`src/rtl/hdmi_tmds_encoder_if.sv`:
```
// Pixel-side bundle for the TMDS encoder: video/control in, three 10-bit symbols out.
// HDMI_TERC4_EN adds the data-island flag and the three aux nibbles.
interface hdmi_tmds_encoder_if;
  logic       de;
  logic [7:0] red;
  logic [7:0] green;
  logic [7:0] blue;
  logic       hsync;
  logic       vsync;
`ifdef HDMI_TERC4_EN
  logic       island;
  logic [3:0] aux_red;
  logic [3:0] aux_green;
  logic [3:0] aux_blue;
`endif
  logic [9:0] tmds_red;
  logic [9:0] tmds_green;
  logic [9:0] tmds_blue;

`ifdef HDMI_TERC4_EN
  modport master (output de, red, green, blue, hsync, vsync,
                  island, aux_red, aux_green, aux_blue,
                  input  tmds_red, tmds_green, tmds_blue);
  modport slave  (input  de, red, green, blue, hsync, vsync,
                  island, aux_red, aux_green, aux_blue,
                  output tmds_red, tmds_green, tmds_blue);
`else
  modport master (output de, red, green, blue, hsync, vsync,
                  input  tmds_red, tmds_green, tmds_blue);
  modport slave  (input  de, red, green, blue, hsync, vsync,
                  output tmds_red, tmds_green, tmds_blue);
`endif
endinterface

```
`src/rtl/hdmi_tmds_encoder.sv`:
```
// TMDS encoder for R/G/B, 2-cycle latency, inputs sampled every cycle (no backpressure).
// Define HDMI_TERC4_EN to add TERC4 data-island encoding from the aux nibbles.
module hdmi_tmds_encoder (
  input  logic               clk,
  input  logic               reset,
  hdmi_tmds_encoder_if.slave bus
);

  localparam logic [9:0] CTRL_00 = 10'h354;

  function automatic logic [8:0] qm_encode(input logic [7:0] d);
    logic [3:0] n1;
    logic       xnor_mode;
    logic [8:0] q;
    n1        = 4'($countones(d));
    xnor_mode = (n1 > 4'd4) || (n1 == 4'd4 && !d[0]);
    q         = '0;
    q[0]      = d[0];
    for (int i = 1; i < 8; i++)
      q[i] = xnor_mode ? ~(q[i-1] ^ d[i]) : (q[i-1] ^ d[i]);
    q[8] = ~xnor_mode;
    return q;
  endfunction

  // Returns {next_cnt, symbol}; diff is ones-minus-zeros of q_m[7:0].
  function automatic logic [14:0] balance(input logic [8:0] q, input logic signed [4:0] cnt);
    logic [3:0]        n1;
    logic signed [4:0] diff;
    logic signed [4:0] nxt;
    logic [9:0]        sym;
    n1   = 4'($countones(q[7:0]));
    diff = $signed(5'({n1, 1'b0} - 5'd8));
    if (cnt == 5'sd0 || diff == 5'sd0) begin
      sym = {~q[8], q[8], q[8] ? q[7:0] : ~q[7:0]};
      nxt = q[8] ? (cnt + diff) : (cnt - diff);
    end else if ((cnt > 5'sd0 && diff > 5'sd0) || (cnt < 5'sd0 && diff < 5'sd0)) begin
      sym = {1'b1, q[8], ~q[7:0]};
      nxt = cnt + (q[8] ? 5'sd2 : 5'sd0) - diff;
    end else begin
      sym = {1'b0, q[8], q[7:0]};
      nxt = cnt + diff - (q[8] ? 5'sd0 : 5'sd2);
    end
    return {nxt, sym};
  endfunction

  function automatic logic [9:0] ctrl_sym(input logic [1:0] c);
    logic [9:0] s;
    case (c)
      2'b00:   s = 10'h354;
      2'b01:   s = 10'h0AB;
      2'b10:   s = 10'h154;
      default: s = 10'h2AB;
    endcase
    return s;
  endfunction

`ifdef HDMI_TERC4_EN
  function automatic logic [9:0] terc4(input logic [3:0] n);
    logic [9:0] s;
    case (n)
      4'h0: s = 10'h29C;  4'h1: s = 10'h263;  4'h2: s = 10'h2E4;  4'h3: s = 10'h2E2;
      4'h4: s = 10'h171;  4'h5: s = 10'h11E;  4'h6: s = 10'h18E;  4'h7: s = 10'h13C;
      4'h8: s = 10'h2CC;  4'h9: s = 10'h139;  4'hA: s = 10'h19C;  4'hB: s = 10'h2C6;
      4'hC: s = 10'h28E;  4'hD: s = 10'h271;  4'hE: s = 10'h163;  default: s = 10'h2C3;
    endcase
    return s;
  endfunction

  logic       island_s1;
  logic [3:0] aux_red_s1, aux_green_s1, aux_blue_s1;
`endif

  logic              de_s1, hsync_s1, vsync_s1;
  logic [8:0]        qm_red, qm_green, qm_blue;
  logic signed [4:0] cnt_red, cnt_green, cnt_blue;
  logic [9:0]        sym_red, sym_green, sym_blue;
  logic [14:0]       bal_red, bal_green, bal_blue;

  assign bal_red   = balance(qm_red,   cnt_red);
  assign bal_green = balance(qm_green, cnt_green);
  assign bal_blue  = balance(qm_blue,  cnt_blue);

  always_ff @(posedge clk) begin
    if (reset) begin
      de_s1     <= 1'b0;
      hsync_s1  <= 1'b0;
      vsync_s1  <= 1'b0;
      qm_red    <= '0;
      qm_green  <= '0;
      qm_blue   <= '0;
      cnt_red   <= '0;
      cnt_green <= '0;
      cnt_blue  <= '0;
      sym_red   <= CTRL_00;
      sym_green <= CTRL_00;
      sym_blue  <= CTRL_00;
`ifdef HDMI_TERC4_EN
      island_s1    <= 1'b0;
      aux_red_s1   <= '0;
      aux_green_s1 <= '0;
      aux_blue_s1  <= '0;
`endif
    end else begin
      de_s1    <= bus.de;
      hsync_s1 <= bus.hsync;
      vsync_s1 <= bus.vsync;
      qm_red   <= qm_encode(bus.red);
      qm_green <= qm_encode(bus.green);
      qm_blue  <= qm_encode(bus.blue);
`ifdef HDMI_TERC4_EN
      island_s1    <= bus.island;
      aux_red_s1   <= bus.aux_red;
      aux_green_s1 <= bus.aux_green;
      aux_blue_s1  <= bus.aux_blue;
`endif
      if (de_s1) begin
        {cnt_red,   sym_red}   <= bal_red;
        {cnt_green, sym_green} <= bal_green;
        {cnt_blue,  sym_blue}  <= bal_blue;
      end else begin
        // Any blanking symbol restarts DC balance for the next active pixel.
        cnt_red   <= '0;
        cnt_green <= '0;
        cnt_blue  <= '0;
`ifdef HDMI_TERC4_EN
        if (island_s1) begin
          sym_red   <= terc4(aux_red_s1);
          sym_green <= terc4(aux_green_s1);
          sym_blue  <= terc4(aux_blue_s1);
        end else begin
          sym_red   <= CTRL_00;
          sym_green <= CTRL_00;
          sym_blue  <= ctrl_sym({vsync_s1, hsync_s1});
        end
`else
        sym_red   <= CTRL_00;
        sym_green <= CTRL_00;
        sym_blue  <= ctrl_sym({vsync_s1, hsync_s1});
`endif
      end
    end
  end

  assign bus.tmds_red   = sym_red;
  assign bus.tmds_green = sym_green;
  assign bus.tmds_blue  = sym_blue;

endmodule

```
`src/flat_wrapper.sv`:
```
// flat-port wrapper written by rule: the top's interface ports become plain ports
module hdmi_tmds_encoder_flat 
  (clk, reset, bus_de, bus_red, bus_green, bus_blue, bus_hsync, bus_vsync, bus_tmds_red, bus_tmds_green, bus_tmds_blue);
  hdmi_tmds_encoder_if bus_i ();
  input  logic clk;
  input  logic reset;
  input wire logic [$bits(bus_i.de)-1:0] bus_de;
  input wire logic [$bits(bus_i.red)-1:0] bus_red;
  input wire logic [$bits(bus_i.green)-1:0] bus_green;
  input wire logic [$bits(bus_i.blue)-1:0] bus_blue;
  input wire logic [$bits(bus_i.hsync)-1:0] bus_hsync;
  input wire logic [$bits(bus_i.vsync)-1:0] bus_vsync;
  output wire logic [$bits(bus_i.tmds_red)-1:0] bus_tmds_red;
  output wire logic [$bits(bus_i.tmds_green)-1:0] bus_tmds_green;
  output wire logic [$bits(bus_i.tmds_blue)-1:0] bus_tmds_blue;
  assign bus_i.de = bus_de;
  assign bus_i.red = bus_red;
  assign bus_i.green = bus_green;
  assign bus_i.blue = bus_blue;
  assign bus_i.hsync = bus_hsync;
  assign bus_i.vsync = bus_vsync;
  assign bus_tmds_red = bus_i.tmds_red;
  assign bus_tmds_green = bus_i.tmds_green;
  assign bus_tmds_blue = bus_i.tmds_blue;
  hdmi_tmds_encoder u_core (.clk(clk), .reset(reset), .bus(bus_i));
endmodule
```
`config.mk`:
```
export PLATFORM = sky130hd
export DESIGN_NAME = hdmi_tmds_encoder_flat
export DESIGN_NICKNAME = d
export VERILOG_FILES = /design/src/rtl/hdmi_tmds_encoder_if.sv /design/src/rtl/hdmi_tmds_encoder.sv /design/src/flat_wrapper.sv
export SDC_FILE = /design/constraint.sdc
export NUM_CORES = 1
export LEC_CHECK = 0
export ABC_AREA = 1
export BUFFER_PORTS_ARGS = -buffer_cell sky130_fd_sc_hd__buf_2
export CAP_MARGIN = 20
export CORE_MARGIN = 4
export CORE_UTILIZATION = 54
export DETAILED_ROUTE_END_ITERATION = 6
export GPL_TIMING_DRIVEN = 0
export PLACE_DENSITY = 0.89
export SETUP_SLACK_MARGIN = 0.15
export SLEW_MARGIN = 40
export SYNTH_ARGS = -nofsm -noshare
export SYNTH_HDL_FRONTEND = slang
export SYNTH_SLANG_ARGS = --single-unit
```
`constraint.sdc`:
```
create_clock -name clk -period 3.6 [get_ports clk]
set_clock_uncertainty 0.05 [all_clocks]
set_input_delay 0.36 -clock clk [delete_from_list [all_inputs] [get_ports clk]]
set_output_delay 0.36 -clock clk [all_outputs]
set_load 0.005 [all_outputs]
```
Word-level counts from Yosys, hierarchy flattened:

Cells that the tools add are included.

* add/sub/neg operators: 60
* reductions and logical operators: 29
* muxes and demuxes: 47
* bitwise operators: 52
* equality and inequality tests: 5
* $lt $le $gt $ge: 15

Operators with widths (count)
* adder 4 bit: 18
* two-way mux 10 bit: 7
* adder 1 x 1 -> 2 bit: 24
* two-way mux 5 bit: 9
* subtractor 5 bit: 9
* adder 5 bit: 6
* greater-than comparator 5 x 1 -> 1 bit, second input constant: 6
* zero test 5 bit: 6
* < comparator 5 x 1 -> 1 bit, second input constant: 6
* one-hot mux 10 bit (3 select lines): 1
* inverter 1 bit: 28
* two-way mux 8 bit: 3
* inverter 8 bit: 3
* two-way mux 1 bit: 21
* XOR 1 bit: 21
* subtractor 5 x 4 -> 5 bit, second input constant: 3
* == test 4 x 3 -> 1 bit, second input constant: 3
* greater-than comparator 4 x 3 -> 1 bit, second input constant: 3
* two-way mux 2 bit: 6
* logical AND 1 bit: 9
* logical OR 1 bit: 9
* zero test 1 bit: 3
* == test 2 x 1 -> 1 bit, second input constant: 1
* == test 2 bit, second input constant: 1
* 2 further kinds: 2

* logic and storage cells: 220
* output and inout bits: 30
* register bits: 75
* input bits: 29

Logic depth before layout (Yosys ltp):

* depth in word-level cells: 25
* depth in mapped cells: 20
* mapped depth without buffers: 20

Least setup slack after synthesis:

Ideal clock, no wire load.

* path type: reg-to-reg
* start point: register u_core.qm_blue[6]
* end point: register u_core.cnt_blue[4]
* library setup time: 0.070 ns
* buffers on the path: 0
* slack: -0.098 ns
* stages on the path, launching flop included: 18
* data required time: 3.480 ns
* period minus slack after synthesis: 3.698 ns
* arrival: 3.578 ns
* path through: dfxtp_1 -> ha_1 -> fa_1 -> inv_1 -> fa_1 -> inv_1 -> ha_1 -> inv_1 -> fa_1 -> inv_1 -> ha_1 -> ha_1 -> xnor2_1 -> xor2_1 -> nand2_1 -> nand2_1 -> nand2_1 -> a21oi_1

* word-level cells in the longest chain between the ends: 9
* elaborated cells on any way between the ends: 18
* those cells by class: add/sub: 8; order compare: 2; mux: 3; reduce/logical: 5

Ends and longest elaborated chain
* start, declared: line hdmi_tmds_encoder.sv:74 `logic [8:0] qm_red, qm_green, qm_blue;`
* start signal, assigned: line hdmi_tmds_encoder.sv:109 `qm_blue <= qm_encode(bus.blue);`
* adder 1 x 1 -> 2 bit (implied by the code) (*): line hdmi_tmds_encoder.sv:31 `n1 = 4'($countones(q[7:0]));`
* adder 4 bit (implied by the code) (*) (2 in a row): line hdmi_tmds_encoder.sv:31
* subtractor 5 x 4 -> 5 bit (*): line hdmi_tmds_encoder.sv:32 `diff = $signed(5'({n1, 1'b0} - 5'd8));`
* parallel branches: the longest is 4 deep, another holds adder 5 bit
* two-way mux 5 bit (*): line hdmi_tmds_encoder.sv:33 `if (cnt == 5'sd0 || diff == 5'sd0) begin`
* end signal, assigned: line hdmi_tmds_encoder.sv:119 `{cnt_blue, sym_blue} <= bal_blue;`
* end, declared: line hdmi_tmds_encoder.sv:75 `logic signed [4:0] cnt_red, cnt_green, cnt_blue;`

Mark *: on every way between the ends.
A chain may end at the register's enable or synchronous reset.

Final worst setup path:

* start point: register u_core.qm_blue[5]
* end point: register u_core.cnt_blue[4]

The elaborated chain is that of the path after synthesis.

==> run metrics <==
Die ar.=12100 um^2; Crit Reg-Reg Startpoint=u_core.qm_blue[5]; clk slew on worst S/H paths=~0.10 ns; kind of start point of the critical path=flip-flop; clock latency on the worst-skew pair=0.39 ns; hold path startpoint=bus_green[4]; port buffer count=57; violated checks=design-rule violations, negative setup slack; transition at the pin with the smallest max-transition slack=0.921 ns; Synth cell types=31; Final setup viols=29; leading register cell type out of synthesis=dfxtp_1; DR WL/cell=18.3 um; Hold Path Class=input pin to flip-flop; shortest period the worst path allows=4.07 ns; slowest stage cell, crit path=fa_2; GRT Resource Usage Total=about 26%; total half-perimeter wirelength after legalization and detailed placement=~10 mm; cell count after synthesis=723; sequential fraction of the synthesis area=25.6%; FFs w/ async S/R, synth=0%; pin count of the biggest net entering global routing=16; Post-Syn Area per Cell=between 7 and 8 um^2; detailed-route via count=between 5000 and 6000; delay contributed by the slowest stage of the critical path=0.63 ns; status=finished, violations left; CTS tree=done; post-layout utilization of the core=72.5%; clock root buffer=clkbuf_8; starting density of the core=between 50% and 60%; synth top area cells=dfxtp_1 (26%), ha_1 (17%), fa_1 (14%); wire length of the first global-routing pass=24.1 mm; unrepaired setup endpoints after global routing=yes; Placement Rows=37; biggest fanout along the worst timing path=5; pre-CTS setup slack=-0.252 ns; Worst EP arrival=around 4.3 ns; vias in the first global route=5233; core box area=10200 um^2; Chip Width=110 um; Layout Nets=just under 1000; total DRC errors in the routed layout=1; Maximum Capacitance Violations=0; Worst setup EP type=flip-flop; most frequent cells after synthesis=inv_1 (145), nand2_1 (132), ha_1 (76); Seq cells post-synth=72; crit path setup slack, layout=-0.472 ns; Synth Warn #=0; count of boundary I/O pins=59; number of clock sinks=72; CP bufs+invs=6; Cell Chain, Critical Path=ha_4, fa_1, inv_2, fa_1, inv_1, ha_2, inv_2, fa_2, inv_4, ha_4, inv_1, nand3_1, nand3_1, inv_2, o21ai_0, a21oi_1, o21ai_0, a21oi_2; synthesized net count=867; signed area change from the synthesized netlist to the final layout=31.7%; number of buffers between clock root and the deepest sink=2; worst r2r path cells=18; critical path required time=between 3 and 4 ns; CP most frequent cell=inv_2; Crit Path Class=flip-flop to flip-flop; final weighted congestion of routability-driven global placement=0.888; Crit path max-delay family=adder cells; fillers=around 650; Cell Area, Synth=5630 um^2; Final Hold Vio Count=0; Routed Wire Length=18.0 mm; r2r endpoint=u_core.cnt_blue[4]; worst max-slew margin expressed relative to the limit=38.0%; Min-Delay Endpoint=u_core.qm_green[4]; share of cells above drive strength 1=32.5%; Detailed Routing Iterations Pass 1=7; number of design-rule violations left by the first detailed-router iteration=510; setup slack of the worst register-to-register path=-0.47 ns; FMAX=between 200 and 250 MHz; via-per-instance ratio=5.81; Detail Route Antenna Nets=0; fraction of post-synthesis cell area in the top cell type by area=25.6%; cts bufs inserted=9; Max H-tree Level=3; remaining global-route overflow=0; Tcrit/Tclk final=113%; number of synthesized flops with an enable pin=0; most frequently used cell type in the post-synthesis netlist=inv_1; final number of max-transition violations=0; number of diodes added for antenna fixing=0; Hold Path Depth=2; antenna violations before repair=0; Die Height=110 um; post-synthesis cell type with the largest combined area=dfxtp_1
worst reg2reg max path, stage by stage, from the launching register on:
cell and delay [ns]:
dfxtp_2 0.34, ha_4 0.16, fa_1 0.58, inv_2 0.06, fa_1 0.45, inv_1 0.09
ha_2 0.17, inv_2 0.04, fa_2 0.63, inv_4 0.06, ha_4 0.29, inv_1 0.07
nand3_1 0.07, nand3_1 0.17, inv_2 0.11, o21ai_0 0.11, a21oi_1 0.19, o21ai_0 0.17
a21oi_2 0.20
per-stage QoR:
stage               TNS (ns)  cells  hold slack, ns  area, um^2
finish                 -5.22    981           0.141        7420
global route           -8.15    981           0.151        7420
CTS                   -0.970    964           0.152        6980
detailed placement     -3.07    916           0.408        6280
global placement       -1.02    916           0.403        6280
floorplan                  0    723           0.376        5820
cell type report:
| class | count | area, um^2 | share of cell area, % |
|---|---|---|---|
| clock inverter | 7 | 86.3 | 1.16 |
| clock buffer | 9 | 124 | 1.67 |
| tap | 136 | 170 | 2.29 |
| timing repair inverter | 1 | 7.51 | 0.101 |
| timing repair buffer | 104 | 737 | 9.94 |
| multi-input combinational | 490 | 4190 | 56.5 |
| sequential | 72 | 1470 | 19.8 |
| buffer | 6 | 25.0 | 0.337 |
| inverter | 156 | 611 | 8.23 |
placed cells by master (no fill, tap or decap), drive strengths merged:
master,count
nand2,135
fa,39
nand3,68
clkinvlp,2
o211ai,6
a31oi,5
xnor2,8
nand4,2
a21oi,49
nor3,1
xor2,15
ha,76
nand3b,4
dfxtp,72
nor2,32
clkinv,2
buf,106
inv,159
o21ai,42
clkbuf,13
or2,7
bufinv,1
o31ai,1
flip-flops by register name, summed over array words and instances, names as in the netlist:
register,flops
u_core.bus.tmds_red,10
u_core.hsync_s1,1
u_core.cnt_blue,4
u_core.bus.tmds_green,10
u_core.qm_green,9
u_core.qm_red,9
u_core.de_s1,1
u_core.qm_blue,9
u_core.cnt_red,4
u_core.vsync_s1,1
u_core.bus.tmds_blue,10
u_core.cnt_green,4
cell families (layout without fill, tap and decap cells):
logic type / Yosys count / after routing / share of synthesized area, %
flip-flops: 72 / 72 / 25.6
AND/OR/NAND/NOR: 248 / 249 / 19.1
AO/OA/AOI/OAI: 103 / 103 / 10.1
adder cells (fa/ha/maj): 115 / 115 / 30.7
XOR/XNOR: 23 / 23 / 3.58
buffers and inverters: 162 / 283 / 10.9
metal layers:
metal	GRT usage, %	wire (um)
met4	12.1	1250
met5	0	0
met2	45.2	8820
met3	4.54	1530
met1	29.8	6390
repair_timing:
item	CTS	global route
endpoints found under the setup margin	38	41
endpoints found under the hold margin	0	0
resized for setup	78	77
buffers inserted	30	17
cloned	2	0
pin swaps	47	44
hold buffers	0	0
worst max-delay path by stage:
stage	endpoint	start	depth (start not counted)
2_1_floorplan	u_core.bus.tmds_red[5]	u_core.qm_red[4]	16
3_3_place_gp	u_core.bus.tmds_blue[2]	u_core.qm_blue[6]	18
3_5_place_dp	u_core.bus.tmds_blue[4]	u_core.qm_blue[6]	18
4_1_cts	u_core.bus.tmds_blue[2]	u_core.qm_blue[5]	18
5_1_grt	u_core.cnt_blue[4]	u_core.qm_blue[5]	18
6_report	u_core.cnt_blue[4]	u_core.qm_blue[5]	18
Power is left out: the tool's default activity adds up to more than one toggle a clock period on the data nets, which glitch-free logic cannot reach.
